### src/rtl/vga_pkg.sv
`timescale 1ns/1ps
// Shared VGA constants, the text-cell word layout and the cell address helper.
package vga_pkg;

    localparam int H_VIS    = 640;
    localparam int H_FP     = 16;
    localparam int H_SYNC   = 96;
    localparam int H_TOT    = 800;
    localparam int V_VIS    = 480;
    localparam int V_FP     = 10;
    localparam int V_SYNC   = 2;
    localparam int V_TOT    = 525;
    localparam int TXT_COLS = 80;
    localparam int TXT_ROWS = 30;

    // Character word as stored in text VRAM and consumed by color_mapper.
    typedef struct packed {
        logic       invert;
        logic [6:0] glyph;
        logic [2:0] fg_idx;
        logic       fg_half;
        logic [2:0] bg_idx;
        logic       bg_half;
    } char_word_t;

    // Word address of the 8x16 cell covering pixel (x,y): row*80 + col, built
    // from two shifts so no multiplier is needed.
    function automatic logic [11:0] cell_addr(input logic [9:0] x, input logic [9:0] y);
        logic [11:0] row;
        logic [11:0] col;
        row = {2'b00, y} >> 4;
        col = {2'b00, x} >> 3;
        return (row << 6) + (row << 4) + col;
    endfunction

endpackage

### src/rtl/vga_timing_cnt.sv
`timescale 1ns/1ps
// Raster position counters plus visible/sync/start-of-vblank decode.
module vga_timing_cnt #(
    parameter int H_VIS  = vga_pkg::H_VIS,
    parameter int H_FP   = vga_pkg::H_FP,
    parameter int H_SYNC = vga_pkg::H_SYNC,
    parameter int H_TOT  = vga_pkg::H_TOT,
    parameter int V_VIS  = vga_pkg::V_VIS,
    parameter int V_FP   = vga_pkg::V_FP,
    parameter int V_SYNC = vga_pkg::V_SYNC,
    parameter int V_TOT  = vga_pkg::V_TOT
) (
    input  logic       pixel_clk,
    input  logic       reset_n,
    output logic [9:0] hc,
    output logic [9:0] vc,
    output logic [9:0] hc_nxt,
    output logic [9:0] vc_nxt,
    output logic       vis,
    output logic       vis_nxt,
    output logic       hs_n,
    output logic       vs_n,
    output logic       tick
);
    import vga_pkg::*;

    localparam logic [9:0] H_LAST   = 10'(H_TOT - 1);
    localparam logic [9:0] V_LAST   = 10'(V_TOT - 1);
    localparam logic [9:0] H_VIS_W  = 10'(H_VIS);
    localparam logic [9:0] V_VIS_W  = 10'(V_VIS);
    localparam logic [9:0] HS_FIRST = 10'(H_VIS + H_FP);
    localparam logic [9:0] HS_LAST  = 10'(H_VIS + H_FP + H_SYNC - 1);
    localparam logic [9:0] VS_FIRST = 10'(V_VIS + V_FP);
    localparam logic [9:0] VS_LAST  = 10'(V_VIS + V_FP + V_SYNC - 1);

    // Next raster position: hc wraps at end of line and steps vc, vc wraps at end of frame.
    always_comb begin
        hc_nxt = hc + 10'd1;
        vc_nxt = vc;
        if (hc == H_LAST) begin
            hc_nxt = 10'd0;
            vc_nxt = (vc == V_LAST) ? 10'd0 : vc + 10'd1;
        end
    end

    // Position registers, cleared immediately by reset.
    always_ff @(posedge pixel_clk or negedge reset_n) begin
        if (!reset_n) begin
            hc <= 10'd0;
            vc <= 10'd0;
        end else begin
            hc <= hc_nxt;
            vc <= vc_nxt;
        end
    end

    assign vis     = (hc < H_VIS_W) && (vc < V_VIS_W);
    assign vis_nxt = (hc_nxt < H_VIS_W) && (vc_nxt < V_VIS_W);
    assign hs_n    = !((hc >= HS_FIRST) && (hc <= HS_LAST));
    assign vs_n    = !((vc >= VS_FIRST) && (vc <= VS_LAST));
    assign tick    = (hc == 10'd0) && (vc == V_VIS_W);

endmodule

### src/rtl/vga_text_fetch.sv
`timescale 1ns/1ps
// VGA timing source with a two-stage text prefetch so that char/font_data
// line up with DrawX/DrawY in the same output cycle.
module vga_text_fetch #(
    parameter int H_VIS  = vga_pkg::H_VIS,
    parameter int H_FP   = vga_pkg::H_FP,
    parameter int H_SYNC = vga_pkg::H_SYNC,
    parameter int H_TOT  = vga_pkg::H_TOT,
    parameter int V_VIS  = vga_pkg::V_VIS,
    parameter int V_FP   = vga_pkg::V_FP,
    parameter int V_SYNC = vga_pkg::V_SYNC,
    parameter int V_TOT  = vga_pkg::V_TOT
) (
    input  logic        pixel_clk,
    input  logic        reset_n,
    output logic [11:0] vram_addr,
    input  logic [15:0] vram_q,
    output logic [10:0] font_addr,
    input  logic [7:0]  font_q,
    output logic [9:0]  DrawX,
    output logic [9:0]  DrawY,
    output logic        blank,
    output logic        hs,
    output logic        vs,
    output logic [15:0] char,
    output logic [7:0]  font_data,
    output logic        frame_tick
);
    import vga_pkg::*;

    logic [9:0] hc, vc, hc_nxt, vc_nxt;
    logic       vis, vis_nxt, hs_n, vs_n, tick;

    logic [9:0] hc1, vc1;
    logic       vis1, hs1, vs1, tick1;
    char_word_t word1;
    char_word_t char_q;

    vga_timing_cnt #(
        .H_VIS(H_VIS), .H_FP(H_FP), .H_SYNC(H_SYNC), .H_TOT(H_TOT),
        .V_VIS(V_VIS), .V_FP(V_FP), .V_SYNC(V_SYNC), .V_TOT(V_TOT)
    ) u_timing (
        .pixel_clk (pixel_clk),
        .reset_n   (reset_n),
        .hc        (hc),
        .vc        (vc),
        .hc_nxt    (hc_nxt),
        .vc_nxt    (vc_nxt),
        .vis       (vis),
        .vis_nxt   (vis_nxt),
        .hs_n      (hs_n),
        .vs_n      (vs_n),
        .tick      (tick)
    );

    // VRAM address is loaded from the next position so it is in step with hc/vc;
    // outside the visible area it keeps the last cell address.
    always_ff @(posedge pixel_clk or negedge reset_n) begin
        if (!reset_n) begin
            vram_addr <= 12'd0;
        end else if (vis_nxt) begin
            vram_addr <= cell_addr(hc_nxt, vc_nxt);
        end
    end

    // Stage 1: carry position and timing alongside the VRAM read in flight.
    always_ff @(posedge pixel_clk or negedge reset_n) begin
        if (!reset_n) begin
            hc1   <= 10'd0;
            vc1   <= 10'd0;
            vis1  <= 1'b0;
            hs1   <= 1'b1;
            vs1   <= 1'b1;
            tick1 <= 1'b0;
        end else begin
            hc1   <= hc;
            vc1   <= vc;
            vis1  <= vis;
            hs1   <= hs_n;
            vs1   <= vs_n;
            tick1 <= tick;
        end
    end

    // The VRAM word for the stage-1 pixel is already on vram_q, so the font row
    // lookup is issued straight from it and returns in the output cycle.
    assign word1     = vram_q;
    assign font_addr = vis1 ? {word1.glyph, vc1[3:0]} : 11'd0;

    // Stage 2: registered outputs; blanked pixels force the character word to zero.
    always_ff @(posedge pixel_clk or negedge reset_n) begin
        if (!reset_n) begin
            DrawX      <= 10'd0;
            DrawY      <= 10'd0;
            blank      <= 1'b0;
            hs         <= 1'b1;
            vs         <= 1'b1;
            char_q     <= '0;
            frame_tick <= 1'b0;
        end else begin
            DrawX      <= hc1;
            DrawY      <= vc1;
            blank      <= vis1;
            hs         <= hs1;
            vs         <= vs1;
            char_q     <= vis1 ? word1 : '0;
            frame_tick <= tick1;
        end
    end

    assign char      = char_q;
    assign font_data = blank ? font_q : 8'd0;

endmodule

### config.mk
export PLATFORM = sky130hd
export DESIGN_NAME = vga_text_fetch
export DESIGN_NICKNAME = d
export VERILOG_FILES = /design/src/rtl/vga_pkg.sv /design/src/rtl/vga_timing_cnt.sv /design/src/rtl/vga_text_fetch.sv
export SDC_FILE = /design/constraint.sdc
export NUM_CORES = 1
export LEC_CHECK = 0
export ABC_AREA = 1
export CAP_MARGIN = 10
export CORE_ASPECT_RATIO = 0.75
export CORE_UTILIZATION = 44
export DETAILED_ROUTE_END_ITERATION = 10
export GPL_TIMING_DRIVEN = 0
export PLACE_DENSITY_LB_ADDON = 0.05
export SLEW_MARGIN = 5
export SYNTH_ARGS = -nofsm -noshare
export SYNTH_HDL_FRONTEND = slang
export SYNTH_SLANG_ARGS = --single-unit
### constraint.sdc
create_clock -name pixel_clk -period 2.9 [get_ports pixel_clk]
set_input_delay 0.58 -clock pixel_clk [delete_from_list [all_inputs] [get_ports pixel_clk]]
set_output_delay 0.58 -clock pixel_clk [all_outputs]
set_load 0.05 [all_outputs]
==> metrics.csv <==
stage;metric;value;unit
clock_tree;cts.sinks;96;
placement;hpwl;5820;um
floorplanning;core;8600;um^2
grt;grt-busiest-layer;met2;
worst_setup_path;slowest_delay;0.48;ns
timing;clock_skew;0.00614;ns
clock_tree;cts_tree;yes;
power;peakVddDrop;0.000379;V
floorplanning;die_w;112;um
status;status;finished, violations left;
clock_tree;clock_latency;0.34;ns
grt;grt_util_all_layers;0.189;
synthesis;synthArstFlopShare;1.00;
worst_setup_path;required;3.13;ns
timing;fin_crit;2.90;ns
drt;ant_nets;0;
synthesis;yosysSeqAreaShare;0.606;
timing;worst_slew_pin_slew;0.589;ns
synthesis;yosysMostFrequentCell;dfrtp_1;
worst_setup_path;cp_max_fo;5;
clock_tree;root_buffer;clkbuf_16;
timing;min_period_over_period;0.999;
synthesis;netlist.top_cell.by_area;dfrtp_1;
worst_setup_path;path_cells;ha_4 -> nand2_4 -> nor2_8 -> buf_12 -> nand2_4 -> nor2_4 -> nand2_2 -> a21oi_4 -> fa_2 -> fa_2 -> nand3_2 -> nand2_2 -> a21oi_2 -> o21bai_1 -> nand3_1 -> nand2_1;
worst_setup_path;slowest_stage;fa_2;
drt;firstDrtPassIters;8;
final_layout;area_growth;43.4;%
synthesis;syn_avg_cell_area;10.2;um^2
floorplanning;die_h;84.3;um
timing;setup_viol;0;
synthesis;dominantRegCellSynth;dfrtp_1;
clock_tree;cts_buffers;9;
worst_setup_path;cp.arrival;3.13;ns
grt;use_met3;0.0448;
floorplanning;start_util;0.462;
synthesis;netlist_area;3980;um^2
clock_tree;clk_pin_slew;0.07;ns
synthesis;syn_nets;432;
timing;slew_viol_final;0;
flow_run;max_cap_viol_count;0;
timing;worst_slack;0.00317;ns
timing;rsz0062_at_grt;true;
placement;port-buffer-count;96;
synthesis;synth_top_family_by_area;simple AND/OR/NAND/NOR gates;
drt;drt-total-wl;8110;um
synthesis;synth_common_cells;dfrtp_1, nand2_1, inv_1;
synthesis;synth_cell_types;37;
drt;wl_per_cell;13.0;um
worst_setup_path;crit_family;adder cells;
grt;met2_usage;0.278;
synthesis;synth.top_cells.by_area;dfrtp_1, nand2_1, inv_1;
synthesis;synth_mux_area_frac;0;
timing;hold_ws;0.254;ns
clock_tree;htree_levels;3;
synthesis;synth-simple-area-share;0.215;
grt;antenna_found_initial;0;
worst_setup_path;cp-start-kind;register;
synthesis;ys_ff_latch;96;
final_layout;fin_nets;555;
synthesis;yosysTopAreaCellShare;0.579;
clock_tree;cts_buffer_depth;2;
drt;drc;10;
synthesis;synth_edf_count;0;
timing;slew_headroom;0.607;
clock_tree;cts_hold_buffers;0;
grt;grt_pass1_wl;14100;um
placement;dp_slack;-0.294;ns
worst_setup_path;cp_num_buf_inv;1;
drt;vias_per_cell;4.70;
synthesis;synthAdderAreaFrac;0.0604;
final_layout;drive_gt1_frac;0.202;
drt;drtIter0Drc;132;
worst_setup_path;path_class;register to register;
synthesis;synth_xor_area_frac;0.0132;
final_layout;layout.cells.non_filler;624;
drt;num_vias;2934;
placement;gp_congestion;0.843;
final_layout;n_antenna_cell;0;
grt;grt_pass1_vias;2874;
synthesis;synth_compound_area_frac;0.0359;
worst_setup_path;endpoint_kind;register;
min_path;hold_class;input pin to async pin;
placement;dp_cells;593;
timing;max_freq;0.345;GHz
synthesis;ys_warn_count;0;
grt;use_met1;0.276;
grt;grt_overflow_total;0;
power;leakagePower;2.89;nW
grt;grt_max_degree;51;
power;p_per_area;496;nW/um^2
synthesis;synthCells;388;
status;violations;DRC;
floorplanning;ioPinCount;97;
floorplanning;dieArea;9420;um^2
timing;timing.final.hold_violations;0;
floorplanning;rows;29;
layer usage:
layer,routed length (um),share of wire
met1,3820,0.47
met2,3750,0.46
met3,457,0.056
met4,76,0.0094
met5,0,0
final cells by class:
| cell class | count | area (um^2) |
|---|---|---|
| Clock inverter | 6 | 90.1 |
| Multi-Input combinational cell | 225 | 1420 |
| Sequential cell | 96 | 2420 |
| Timing Repair Buffer | 112 | 1110 |
| Fill cell | 686 | 2900 |
| Clock buffer | 10 | 239 |
| Tap cell | 108 | 135 |
| Inverter | 61 | 234 |
| Buffer | 6 | 46.3 |
path summary, 6_finish.rpt:
| path | start | to | slack [ns] | cells past startpoint |
|---|---|---|---|---|
| min reg2reg | vc1[9] | DrawY[9] | 0.35 | 0 |
| max in group asynchronous | reset_n | vs | 1.96 | 2 |
| max | u_timing.hc[1] | vram_addr[11] | 0.003 | 16 |
| max reg2reg | u_timing.hc[1] | vram_addr[11] | 0.003 | 16 |
| min | reset_n | char[6] | 0.25 | 1 |
| min in group pixel_clk | vc1[9] | DrawY[9] | 0.35 | 0 |
through the flow:
| stage | utilization | total power, mW | setup TNS [ns] | cell area (um^2) |
|---|---|---|---|---|
| 6_report | 0.663 | 2.82 | 0 | 5700 |
| 2_1_floorplan | - | 1.47 | 0 | 3980 |
| 4_1_cts | 0.642 | 2.86 | 0 | 5520 |
| 3_3_place_gp | 0.590 | 1.58 | -206.55 | 5080 |
| 3_5_place_dp | 0.593 | 1.58 | -0.817 | 5100 |
| 5_1_grt | 0.663 | 2.93 | -0.301 | 5700 |
kinds of logic (layout without fill, tap and decap cells):
| group | Yosys count | count (layout) |
|---|---|---|
| compound gates | 24 | 24 |
| xor+xnor | 6 | 6 |
| fa+ha+maj | 18 | 18 |
| buf+inv | 67 | 195 |
| flops | 96 | 96 |
| simple gates | 177 | 177 |
placed cells by master, fill, tap and decap left out, types with 2 or more instances in the layout:
cell type	count
ha_1	12
dfrtp_2	12
xor2_1	4
nand3_1	25
nand2_2	18
o21bai_1	3
nand2_4	4
nor4_1	2
a31oi_1	2
clkbuf_16	9
nand3_2	4
nand4_1	4
bufinv_16	2
dfstp_2	4
clkbuf_1	3
a21oi_1	5
buf_4	16
clkdlybuf4s50_1	95
o21ai_0	4
nor2_2	4
inv_1	57
ha_4	4
nor2_1	21
nor2_4	4
inv_4	2
buf_12	2
nor3_1	5
fa_2	2
inv_2	2
dfrtp_1	80
a21oi_2	2
nand2_1	82
flip-flops by register name (all words and copies together), names as in the netlist, 10 cells and up:
name         count
u_timing.hc     10
vc1             10
char            16
u_timing.vc     10
hc1             10
DrawX           10
vram_addr       12
DrawY           10
worst reg2reg max path: cells and delay by family (launching register included):
family / cells / cell delay, ns
adder cells (fa/ha/maj): 3 / 1.05
flip-flops: 1 / 0.40
AO/OA/AOI/OAI: 3 / 0.41
buffers and inverters: 1 / 0.12
AND/OR/NAND/NOR: 9 / 0.82
what timing repair did:
item | in CTS | in global routing
resized for setup | 11 | 31
endpoints found under the setup margin | 5 | 4
buffers inserted | 7 | 8
pin swaps | 5 | 20
hold endpoints to repair | 0 | 0
power breakdown:
| part | internal [mW] | switching, mW |
|---|---|---|
| clock network | 0.781 | 0.488 |
| logic | 0.0748 | 0.127 |
| registers | 1.35 | 0.00308 |
(Power assumes the default switching activity.)
